**config.mk**
```make
export PLATFORM = sky130hd
export DESIGN_NAME = unlock_sequence_detector
export DESIGN_NICKNAME = d
export VERILOG_FILES = /design/src/rtl/unlock_sequence_detector_pkg.sv /design/src/rtl/unlock_sequence_detector_input_debouncer.sv /design/src/rtl/unlock_sequence_detector.sv
export SDC_FILE = /design/constraint.sdc
export NUM_CORES = 1
export LEC_CHECK = 0
export ABC_AREA = 1
export BUFFER_PORTS_ARGS = -buffer_cell sky130_fd_sc_hd__buf_2
export CORE_MARGIN = 5
export CORE_UTILIZATION = 31
export CTS_BUF_LIST = sky130_fd_sc_hd__clkbuf_4 sky130_fd_sc_hd__clkbuf_8 sky130_fd_sc_hd__clkbuf_16
export DETAILED_ROUTE_END_ITERATION = 8
export PLACE_DENSITY = 0.52
export SLEW_MARGIN = 30
export SYNTH_ARGS = -nofsm -noshare
export SYNTH_HDL_FRONTEND = slang
export SYNTH_SLANG_ARGS = --single-unit
```
**constraint.sdc**
```tcl
create_clock -name clk -period 3.5 [get_ports clk]
set_input_delay 0 -clock clk [delete_from_list [all_inputs] [get_ports clk]]
set_output_delay 0 -clock clk [all_outputs]
set_load 0.03 [all_outputs]
```
**src/rtl/unlock_sequence_detector_pkg.sv**
```systemverilog
// Shared anti-theft definitions: unlock FSM state encoding, default timing, counter sizing.
package unlock_sequence_detector_pkg;

  typedef enum logic [1:0] {
    US_IDLE,
    US_COLLECT,
    US_GRANTED,
    US_LOCKOUT
  } unlock_state_t;

  localparam int DEF_DEBOUNCE_CYCLES = 4;
  localparam int DEF_PRESS_COUNT     = 3;
  localparam int DEF_WINDOW_CYCLES   = 64;
  localparam int DEF_MAX_FAILS       = 3;
  localparam int DEF_LOCKOUT_CYCLES  = 256;

  // Width of a counter that must hold 0..n-1; never narrower than one bit.
  function automatic int cnt_width(input int n);
    return (n > 1) ? $clog2(n) : 1;
  endfunction

endpackage

```
**src/rtl/unlock_sequence_detector_input_debouncer.sv**
```systemverilog
// Single-input debouncer: the clean level follows the raw input only after
// DEBOUNCE_CYCLES consecutive samples that disagree with the current clean level.
module input_debouncer
  import unlock_sequence_detector_pkg::*;
#(
  parameter int DEBOUNCE_CYCLES = DEF_DEBOUNCE_CYCLES
) (
  input  logic clk,
  input  logic rst_n,
  input  logic raw,
  output logic db
);

  localparam int CW = cnt_width(DEBOUNCE_CYCLES);

  logic [CW-1:0] cnt;

  // Count disagreeing samples; any agreeing sample restarts the count.
  always_ff @(posedge clk) begin
    if (!rst_n) begin
      cnt <= '0;
      db  <= 1'b0;
    end else if (raw == db) begin
      cnt <= '0;
    end else if (cnt == CW'(DEBOUNCE_CYCLES - 1)) begin
      db  <= raw;
      cnt <= '0;
    end else begin
      cnt <= cnt + CW'(1);
    end
  end

endmodule

```
**src/rtl/unlock_sequence_detector.sv**
```systemverilog
// Unlock qualifier for the fuel-pump controller: debounces switch and brake,
// checks the hidden-switch press pattern, and locks out after repeated failures.
module unlock_sequence_detector
  import unlock_sequence_detector_pkg::*;
#(
  parameter int DEBOUNCE_CYCLES = DEF_DEBOUNCE_CYCLES,
  parameter int PRESS_COUNT     = DEF_PRESS_COUNT,
  parameter int WINDOW_CYCLES   = DEF_WINDOW_CYCLES,
  parameter int MAX_FAILS       = DEF_MAX_FAILS,
  parameter int LOCKOUT_CYCLES  = DEF_LOCKOUT_CYCLES
) (
  input  logic                           clk,
  input  logic                           rst_n,
  input  logic                           ignition_on,
  input  logic                           hidden_sw_raw,
  input  logic                           brake_raw,
  output logic                           unlock_ok,
  output logic                           brake_clean,
  output logic                           locked_out,
  output logic [$clog2(MAX_FAILS+1)-1:0] fail_count,
  output unlock_state_t                  state_dbg
);

  localparam int PCW = $clog2(PRESS_COUNT + 1);
  localparam int WCW = cnt_width(WINDOW_CYCLES);
  localparam int LCW = cnt_width(LOCKOUT_CYCLES);
  localparam int FCW = $clog2(MAX_FAILS + 1);

  logic          sw_db;
  logic          sw_db_q;
  logic          brake_db;
  logic          press;

  unlock_state_t state_q, state_d;
  logic [PCW-1:0] press_cnt_q, press_cnt_d;
  logic [WCW-1:0] win_cnt_q, win_cnt_d;
  logic [LCW-1:0] lock_cnt_q, lock_cnt_d;
  logic [FCW-1:0] fail_d;
  logic [FCW-1:0] fail_inc;
  logic           do_fail;

  input_debouncer #(.DEBOUNCE_CYCLES(DEBOUNCE_CYCLES)) u_sw_db (
    .clk   (clk),
    .rst_n (rst_n),
    .raw   (hidden_sw_raw),
    .db    (sw_db)
  );

  input_debouncer #(.DEBOUNCE_CYCLES(DEBOUNCE_CYCLES)) u_brake_db (
    .clk   (clk),
    .rst_n (rst_n),
    .raw   (brake_raw),
    .db    (brake_db)
  );

  assign press       = sw_db & ~sw_db_q;
  assign brake_clean = brake_db;
  assign fail_inc    = fail_count + FCW'(1);

  // Outputs are pure decodes of the state register, so no input reaches them combinationally.
  assign unlock_ok  = (state_q == US_GRANTED);
  assign locked_out = (state_q == US_LOCKOUT);
  assign state_dbg  = state_q;

  // State, counters and the press edge-detect delay.
  always_ff @(posedge clk) begin
    if (!rst_n) begin
      state_q     <= US_IDLE;
      sw_db_q     <= 1'b0;
      press_cnt_q <= '0;
      win_cnt_q   <= '0;
      lock_cnt_q  <= '0;
      fail_count  <= '0;
    end else begin
      state_q     <= state_d;
      sw_db_q     <= sw_db;
      press_cnt_q <= press_cnt_d;
      win_cnt_q   <= win_cnt_d;
      lock_cnt_q  <= lock_cnt_d;
      fail_count  <= fail_d;
    end
  end

  // Next-state logic for the pattern checker.
  always_comb begin
    state_d     = state_q;
    press_cnt_d = press_cnt_q;
    win_cnt_d   = win_cnt_q;
    lock_cnt_d  = lock_cnt_q;
    fail_d      = fail_count;
    do_fail     = 1'b0;

    case (state_q)
      US_IDLE: begin
        if (ignition_on && brake_db && press) begin
          press_cnt_d = PCW'(1);
          win_cnt_d   = '0;
          state_d     = (PRESS_COUNT == 1) ? US_GRANTED : US_COLLECT;
        end
      end

      US_COLLECT: begin
        // Saturate so a non-completing press on the last window cycle cannot
        // wrap the counter and silently extend the window.
        win_cnt_d = (win_cnt_q == WCW'(WINDOW_CYCLES - 1)) ? win_cnt_q : win_cnt_q + WCW'(1);
        if (!ignition_on || !brake_db) begin
          do_fail = 1'b1;
        end else if (press && ((press_cnt_q + PCW'(1)) == PCW'(PRESS_COUNT))) begin
          state_d = US_GRANTED;
        end else if (press) begin
          press_cnt_d = press_cnt_q + PCW'(1);
        end else if (win_cnt_q == WCW'(WINDOW_CYCLES - 1)) begin
          do_fail = 1'b1;
        end

        if (do_fail) begin
          fail_d = fail_inc;
          if (fail_inc == FCW'(MAX_FAILS)) begin
            state_d    = US_LOCKOUT;
            lock_cnt_d = '0;
          end else begin
            state_d = US_IDLE;
          end
        end
      end

      US_GRANTED: begin
        if (!ignition_on) begin
          state_d = US_IDLE;
          fail_d  = '0;
        end
      end

      US_LOCKOUT: begin
        lock_cnt_d = lock_cnt_q + LCW'(1);
        if (lock_cnt_q == LCW'(LOCKOUT_CYCLES - 1)) begin
          state_d = US_IDLE;
          fail_d  = '0;
        end
      end

      default: state_d = US_IDLE;
    endcase
  end

endmodule

```
==> flow_metrics.tcl, run 1 <==
set metrics [dict create \
    finalNetCount 237 \
    cts_buffers 3 \
    vias 1280 \
    ys_types 26 \
    peakVddDrop_mv 0.207 \
    syn2layout_area_growth_pct 12.6 \
    n_antenna_cell 0 \
    cts_tree "yes" \
    p_leak_nw 0.715 \
    dp_hpwl_mm 2.17 \
    num_rows 25 \
    drtIter0Drc 64 \
    die_w_um 78.5 \
    initial_utilization_pct 31.4 \
    drc_errors 0 \
    worstPathRequired_ns 3.65 \
    grt_pass1_vias 1121 \
    slew_viol_final 0 \
    syn_avg_cell_area_um2 6.92 \
    power.internal_mw 0.524 \
    routed_via_density 4.59 \
    ios 12 \
    synthCells 210 \
    power_frac_clock_pct 21.6 \
    power.total_mw 0.842 \
    yosys_warnings 0 \
    ctsHoldBuffers 2 \
    grt-ovfl-total 0 \
    drive_above_1_share_pct 17.8 \
    relSlewSlack_pct 74.4 \
    p_sw_mw 0.319 \
    dp_cells 273 \
    seqPwrFrac_pct 44.2 \
    synth_seq_cells 27 \
    grt_usage_pct 10.2 \
    hold_class "in2reg" \
    maxCapViolations 0 \
    rsz0062_at_grt "false" \
    cts_resized 0 \
    die_h_um 78.5 \
    place_congestion 0.763 \
    setup_violations 0 \
    critPathKind "reg2reg" \
    layoutNonFillerInstCount 279 \
    grt_pass1_wl_mm 4.99 \
    cts.htree.levels 1 \
    cellPowerDensity_nw_per_um2 515 \
    max_freq_mhz 710 \
    io_buffers 11 \
    status "complete, no violations" \
    skew_ns 0.00191 \
    dr.pass1.iters 4 \
    swShare_pct 37.8 \
    seq_area_frac_synth_pct 37.2 \
    synth_area_um2 1450 \
    antenna_found_initial 0 \
    path_clk_slew_ns 0.09 \
    cts_num_sinks 27 \
    holdWs_ns 0.0800 \
    period_minus_slack_ns 1.41 \
    mostFrequentLayoutCell "nand2_1" \
    fin_setup_tns_ns 0 \
    period_share_pct 40.3 \
    dieArea_um2 6160 \
    post_cts_buffers 0 \
    pwr-share-comb_pct 34.2 \
    clock_latency_ns 0.27 \
    design.core.area_um2 4630 \
    wirelength_mm 2.85 \
    hold_viol_final 0 \
    root_buffer "clkbuf_8" \
    synth.net_count 221 \
    mostFrequentLayoutCells "43 x nand2_1, 27 x inv_1, 27 x dfxtp_1" \
    worst_slew_pin_slew_ns 0.384 \
    clockBufferDepth 2 \
    ant_nets 0 \
    cp_max_fo 7 \
    fillers 500 \
    cp.arrival_ns 1.56 \
    crit_path_start_kind "flip-flop" \
    grt_start_max_net_pins 15 \
    endpoint_kind "flip-flop" \
    wl_per_cell_um 10.2 \
]
==> registers in the layout, summed over array words and instances (netlist names) <==
| name | flops |
|---|---|
| state_dbg | 2 |
| fail_count | 2 |
| press_cnt_q | 2 |
| lock_cnt_q | 8 |
| u_sw_db.db | 1 |
| u_brake_db.db | 1 |
| u_sw_db.cnt | 2 |
| win_cnt_q | 6 |
| u_brake_db.cnt | 2 |
| sw_db_q | 1 |
==> metal layers <==
layer  track usage, %  up-vias  part of all wire, %
li1                 -      707                    -
met1             13.3      551                   49
met2             16.2       20                   46
met3             2.41        2                  3.4
met4             4.20        0                  1.6
met5                0        -                    0
==> worst paths after layout <==
check | to | start | slack, ns | cells after the start
worst min register to register | u_brake_db.cnt[0] | u_brake_db.cnt[0] | 0.42 | 1
worst max register to register | lock_cnt_q[3] | win_cnt_q[0] | 2.09 | 8
worst min-delay path | sw_db_q | rst_n | 0.08 | 3
worst max-delay path | lock_cnt_q[3] | win_cnt_q[0] | 2.09 | 8
==> worst max-delay path, cell delays in order, from the launching register on <==
cell	delay [ns]
dfxtp_1	0.37
ha_1	0.23
nand2_1	0.08
inv_1	0.09
nand3_2	0.12
nand3_4	0.13
nand2_2	0.13
nand2_1	0.09
a21oi_1	0.05
==> kinds of logic after synthesis <==
kind of cell	after synthesis	synth area share, %
AND/OR/NAND/NOR	108	35.4
AO/OA/AOI/OAI	35	12.9
buffers and inverters	33	8.70
flip-flops	27	37.2
adder cells (fa/ha/maj)	6	5.17
XOR/XNOR	1	0.603
==> layout make-up <==
type	instances	area, µm²	share of cell area [%]
Sequential cell	27	541	33.1
Inverter	31	118	7.19
Multi-Input combinational cell	150	786	48.0
Tap cell	54	67.6	4.13
Clock buffer	4	48.8	2.98
Timing Repair Buffer	13	75.1	4.59
==> synthesized netlist by cell type <==
cell	instances	area share [%]
nand3_1	15	5.2
nand4_1	3	1.3
nor2_4	1	0.78
dfxtp_1	27	37
nor2_2	4	1.7
clkinv_2	1	0.34
a31o_2	1	0.60
o21ai_1	1	0.34
buf_2	1	0.34
inv_1	27	7.0
nand3_4	1	1.2
ha_1	6	5.2
or2_2	4	1.7
o21ai_0	10	3.4
nand2_2	8	3.4
clkbuf_1	1	0.26
nand2_1	43	11
nand2_4	1	0.78
a31oi_1	1	0.43
xor2_1	1	0.60
a21oi_1	19	6.5
nand3b_1	2	1.0
nand3_2	1	0.69
inv_2	3	0.78
nor2_1	25	6.5
o211ai_1	3	1.6
==> power by group through the flow <==
| stage | combinational, mW | sequential, mW | clock, mW |
|---|---|---|---|
| 6_report | 0.288 | 0.372 | 0.182 |
| 5_1_grt | 0.327 | 0.380 | 0.209 |
| 4_1_cts | 0.293 | 0.373 | 0.193 |
| 3_5_place_dp | 0.290 | 0.381 | 0 |
| 3_3_place_gp | 0.292 | 0.380 | 0 |
| 2_1_floorplan | 0.189 | 0.412 | 0 |
==> through the flow <==
step / util (%) / instance area (µm²) / worst slack [ns]
after global placement: 33.8 / 1570 / 2.05
after CTS: 35.3 / 1640 / 2.07
after global routing: 35.3 / 1640 / 1.88
after floorplan: - / 1450 / 2.08
final: 35.3 / 1640 / 2.09
after detailed placement: 33.8 / 1570 / 2.09
(Power assumes the default switching activity.)
==> inputs of run 2 (changes only) <==
clock period = 1.3 ns   (was 3.5 ns; I/O delays follow)
==> run 2 against run 1 <==
Net effect: first-iteration DRC count rose by 3.1%; largest power group unchanged; via count is 9.9% higher; sequential power rose to 2.8 times the previous value; worst hold slack better by 0.16 ns; highest routed layer unchanged.
==> flow_metrics.tcl, run 2 (same netlist as run 1, synthesis figures left out) <==
set metrics [dict create \
    status "complete, no violations" \
    cts.htree.levels 1 \
    grt-ovfl-total 0 \
    power_frac_clock_pct 20.1 \
    wirelength_mm 3.36 \
    n_antenna_cell 0 \
    grt_pass1_vias 1226 \
    place_congestion 0.819 \
    period_minus_slack_ns 1.23 \
    rsz0062_at_grt "true" \
    antenna_found_initial 0 \
    cellPowerDensity_nw_per_um2 1320 \
    mostFrequentLayoutCells "39 x nand2_1, 24 x inv_1, 22 x buf_4" \
    pwr-share-comb_pct 39.7 \
    drive_above_1_share_pct 37.5 \
    ant_nets 0 \
    drc_errors 0 \
    clock_latency_ns 0.28 \
    maxCapViolations 0 \
    period_share_pct 94.8 \
    cts_tree "yes" \
    largestRegisters "lock_cnt_q x8, win_cnt_q x6" \
    cp_max_fo 3 \
    ios 12 \
    finalNetCount 260 \
    max_freq_mhz 811 \
    setup_violations 0 \
    crit_slowest_cell "dfxtp_2" \
    worstPathRequired_ns 1.52 \
    wl_per_cell_um 11.1 \
    routed_via_density 4.66 \
    dieArea_um2 6160 \
    slowest_delay_ns 0.35 \
    r2r_cells 8 \
    worst_slew_pin_slew_ns 0.214 \
    peakVddDrop_mv 0.636 \
    crit_buf_inv 1 \
    grt_usage_pct 11.0 \
    hold_class "in2reg" \
    skew_ns 0.00212 \
    path_cells "ha_4 -> nand2_4 -> inv_4 -> nand3_4 -> nand4_1 -> nand2_4 -> nor2_4 -> nor2_2" \
    dp_hpwl_mm 2.34 \
    whs_path_depth 6 \
    relSlewSlack_pct 85.6 \
    fillers 490 \
    path_clk_slew_ns 0.10 \
    regMostFlops "lock_cnt_q" \
    p_leak_nw 0.846 \
    hold_viol_final 0 \
    mostFrequentLayoutCell "nand2_1" \
    root_buffer "clkbuf_8" \
    cp.arrival_ns 1.45 \
    swShare_pct 39.2 \
    clockBufferDepth 2 \
    crit_family "simple AND/OR/NAND/NOR gates" \
    cts_num_sinks 27 \
    endpoint_kind "flip-flop" \
    die_h_um 78.5 \
    dr.pass1.iters 4 \
    crit_path_start_kind "flip-flop" \
    syn2layout_area_growth_pct 33.8 \
    num_rows 25 \
    power.internal_mw 1.56 \
    multi_input_area_um2 892 \
    grt_start_max_net_pins 17 \
    io_buffers 11 \
    cpMostUsedCell "nand2_4" \
    slew_viol_final 0 \
    seqPwrFrac_pct 40.2 \
    path_depth 8 \
    design.core.area_um2 4630 \
    largest_reg_flops 8 \
    seqCellArea_um2 564 \
    power.total_mw 2.57 \
    grt_pass1_wl_mm 5.44 \
    vias 1407 \
    drtIter0Drc 66 \
    cts_buffers 3 \
    die_w_um 78.5 \
    final_util_pct 42.0 \
    p_sw_mw 1.01 \
    critPathKind "reg2reg" \
    initial_utilization_pct 31.4 \
]
[run 2: changes by cell type in the layout (fill, tap and decap cells not counted), moves of 2 or more]
cell	previous run	this run
ha_4	0	2
inv_1	27	24
inv_2	3	5
ha_1	6	4
buf_4	0	22
nor2_1	25	19
nand2_4	1	4
nand2_1	43	39
dfxtp_4	0	2
dfxtp_1	27	12
nor2_4	1	7
dfxtp_2	0	13
[run 2: final timing paths]
check                               startpoint              to  slack (ns)
worst max-delay path              win_cnt_q[1]    state_dbg[0]        0.07
worst min-delay path               ignition_on    state_dbg[0]        0.24
worst max register to register    win_cnt_q[1]    state_dbg[0]        0.07
worst min register to register  u_sw_db.cnt[0]  u_sw_db.cnt[0]        0.43
[run 2: area by class of cell]
| cell class | count | area share [%] |
|---|---|---|
| inverters | 31 | 6.18 |
| clock inverters | 1 | 0.386 |
| repair buffers | 36 | 12.9 |
| multi-input cells | 150 | 45.9 |
| well taps | 54 | 3.48 |
| flip-flops and latches | 27 | 29.0 |
| clock buffers | 3 | 2.12 |
[run 2: tightest hold or removal path, cell delays in order]
cell	delay, ns
buf_2	0.09
inv_1	0.05
nor2_2	0.15
o21ai_1	0.09
nand2_1	0.07
nor2_2	0.04
[run 2: routing by layer]
metal | up-vias | GRT usage, % | wire length (µm)
li1 | 749 | - | -
met1 | 626 | 14.9 | 1680
met2 | 28 | 17.0 | 1500
met3 | 4 | 2.41 | 134
met4 | 0 | 4.20 | 41
met5 | - | 0 | 0
[run 2: timing repair]
item / CTS / global route
setup buffers: 1 / 6
resized for setup: 1 / 41
pin swaps: 0 / 21
gates cloned: 0 / 0
hold buffers: 3 / 0
endpoints found under the hold margin: 3 / 0
endpoints found under the setup margin: 8 / 20
[run 2: stage by stage]
| step | setup WS (ns) | std cells | instance area (µm²) | setup TNS [ns] | hold slack, ns |
|---|---|---|---|---|---|
| global route | -0.0652 | 302 | 1940 | -0.170 | 0.287 |
| CTS | -0.00806 | 296 | 1770 | -0.0222 | 0.230 |
| detailed placement | -0.0129 | 288 | 1690 | -0.0129 | 0.261 |
| global placement | -0.0370 | 288 | 1690 | -0.0468 | 0.257 |
| floorplan | 0.0308 | 210 | 1460 | 0 | 0.135 |
| finish | 0.0673 | 302 | 1940 | 0 | 0.239 |
[run 2: power groups by stage]
stage | clock network [mW] | logic, mW | registers (mW)
finish | 0.516 | 1.02 | 1.03
global route | 0.581 | 1.13 | 1.05
CTS | 0.534 | 0.897 | 1.01
detailed placement | 0 | 0.888 | 1.03
global placement | 0 | 0.887 | 1.03
floorplan | 0 | 0.508 | 1.12
==> inputs of run 3 (changes only) <==
CELL_PAD_IN_SITES_DETAIL_PLACEMENT = 1   (was unset)
CELL_PAD_IN_SITES_GLOBAL_PLACEMENT = 2   (was unset)
GPL_ROUTABILITY_DRIVEN = 0   (was unset)
PLACE_DENSITY = 0.79   (was 0.52)
==> run 3 against run 2 <==
Net effect: cell area about the same; first-iteration DRC count decreased by 21%; sequential power about the same; die area unchanged; largest power group is now combinational logic.
==> flow_metrics.tcl, run 3 (same netlist as run 1, synthesis figures left out) <==
set metrics [dict create \
    status "complete, no violations" \
    grt_pass1_vias 1388 \
    cellPowerDensity_nw_per_um2 1330 \
    power_frac_clock_pct 20.2 \
    cts_tree "yes" \
    antenna_found_initial 0 \
    use_met3_pct 2.41 \
    syn2layout_area_growth_pct 33.8 \
    crit_path_start_kind "flip-flop" \
    path_cells "ha_4 -> nand2_2 -> inv_2 -> nand2_2 -> nand2_4 -> nand2_8 -> nand2_4 -> xor2_2 -> nor2_1" \
    seqPwrFrac_pct 39.6 \
    power.internal_mw 1.56 \
    regMostFlops "lock_cnt_q" \
    cts_num_sinks 27 \
    grt_usage_pct 12.3 \
    grt_start_max_net_pins 17 \
    cp.arrival_ns 1.51 \
    slowest_delay_ns 0.35 \
    clock_latency_ns 0.29 \
    hold_viol_final 0 \
    setup_violations 0 \
    dr.pass1.iters 4 \
    wirelength_mm 3.74 \
    ios 12 \
    drive_above_1_share_pct 38.8 \
    dp_hpwl_mm 2.67 \
    io_buffers 11 \
    design.core.area_um2 4630 \
    path_clk_slew_ns 0.10 \
    cp_max_fo 7 \
    peakVddDrop_mv 0.553 \
    fin_setup_tns_ns 0 \
    initial_utilization_pct 31.4 \
    use_met2_pct 20.1 \
    drc_errors 0 \
    largestRegisters "lock_cnt_q x8, win_cnt_q x6" \
    finalNetCount 257 \
    grt-ovfl-total 0 \
    swShare_pct 39.9 \
    dieArea_um2 6160 \
    mostFrequentLayoutCell "nand2_1" \
    hold_class "in2reg" \
    root_buffer "clkbuf_8" \
    cts_buffers 3 \
    p_leak_nw 0.834 \
    worstPathRequired_ns 1.54 \
    period_minus_slack_ns 1.28 \
    ant_nets 0 \
    placed_area_um2 1690 \
    met1_usage_pct 15.7 \
    die_h_um 78.5 \
    max_freq_mhz 783 \
    largest_reg_flops 8 \
    num_rows 25 \
    routed_via_density 4.75 \
    maxCapViolations 0 \
    mostFrequentLayoutCells "36 x nand2_1, 23 x inv_1, 21 x nor2_1" \
    vias 1420 \
    worst_slew_pin_slew_ns 0.263 \
    rsz0062_at_grt "true" \
    endpoint_kind "flip-flop" \
    skew_ns 0.00401 \
    design_area_um2 1940 \
    p_sw_mw 1.03 \
    relSlewSlack_pct 82.5 \
    clockBufferDepth 2 \
    pwr-share-comb_pct 40.1 \
    grt_pass1_wl_mm 6.09 \
    top_usage_layer "met2" \
    wl_per_cell_um 12.5 \
    n_antenna_cell 0 \
    holdWs_ns 0.0553 \
    critPathKind "reg2reg" \
    crit_slowest_cell "dfxtp_2" \
    drtIter0Drc 52 \
    slew_viol_final 0 \
    die_w_um 78.5 \
    period_share_pct 98.3 \
    cts.htree.levels 1 \
]
## run 3: changes by cell type in the layout (fill, tap and decap cells not counted), sizes merged
cell,before,now
clkbuf,3,4
dlygate4sd3,3,2
buf,33,30
## run 3: critical path: cells and delay by family (launching register included)
| family | cells | cell delay [ns] |
|---|---|---|
| xor gates and xnor gates | 1 | 0.16 |
| adders and majority gates | 1 | 0.16 |
| buffers and inverters | 1 | 0.06 |
| DFF | 1 | 0.35 |
| and+or+nand+nor | 6 | 0.48 |
## run 3: through the flow
| step | utilization, % | total power, mW | setup WS [ns] | std cells |
|---|---|---|---|---|
| floorplan | - | 1.63 | 0.0308 | 210 |
| global placement | 36.6 | 1.92 | -0.00737 | 289 |
| detailed placement | 36.6 | 1.93 | -0.0530 | 289 |
| CTS | 38.6 | 2.50 | 0.00953 | 295 |
| global route | 42.0 | 2.79 | -0.0622 | 299 |
| finish | 42.0 | 2.59 | 0.0223 | 299 |
## run 3: routing by layer
metal	part of all wire, %	vias up
li1	-	739
met1	48	657
met2	47	19
met3	2.9	5
met4	1.7	0
met5	0	-
## run 3: power by group through the flow
stage / Clock (mW) / Sequential [mW] / Combinational [mW]
3_3_place_gp: 0 / 1.03 / 0.897
2_1_floorplan: 0 / 1.12 / 0.508
4_1_cts: 0.547 / 1.02 / 0.932
5_1_grt: 0.588 / 1.04 / 1.17
3_5_place_dp: 0 / 1.03 / 0.905
6_report: 0.524 / 1.03 / 1.04
## run 3: path summary, 6_finish.rpt
kind | end | start | slack (ns) | cells after the start
max | win_cnt_q[3] | win_cnt_q[1] | 0.02 | 9
min | state_dbg[1] | rst_n | 0.06 | 3
min reg2reg | u_sw_db.cnt[0] | u_sw_db.cnt[0] | 0.43 | 1
max reg2reg | win_cnt_q[3] | win_cnt_q[1] | 0.02 | 9
## run 3: final cells by class
type,instances,area [µm²]
Clock buffer,3,41.3
Clock inverter,1,7.51
Fill cell,597,2690
Inverter,31,118
Multi-Input combinational cell,150,918
Sequential cell,27,564
Tap cell,54,67.6
Timing Repair Buffer,33,228
## run 3: what timing repair did
item                       in CTS  in global routing
buffers inserted                0                  4
hold endpoints to repair        2                  0
setup endpoints to repair      15                 20
gates resized for setup         8                 39
hold buffers                    2                  0
pin swaps                       0                 13
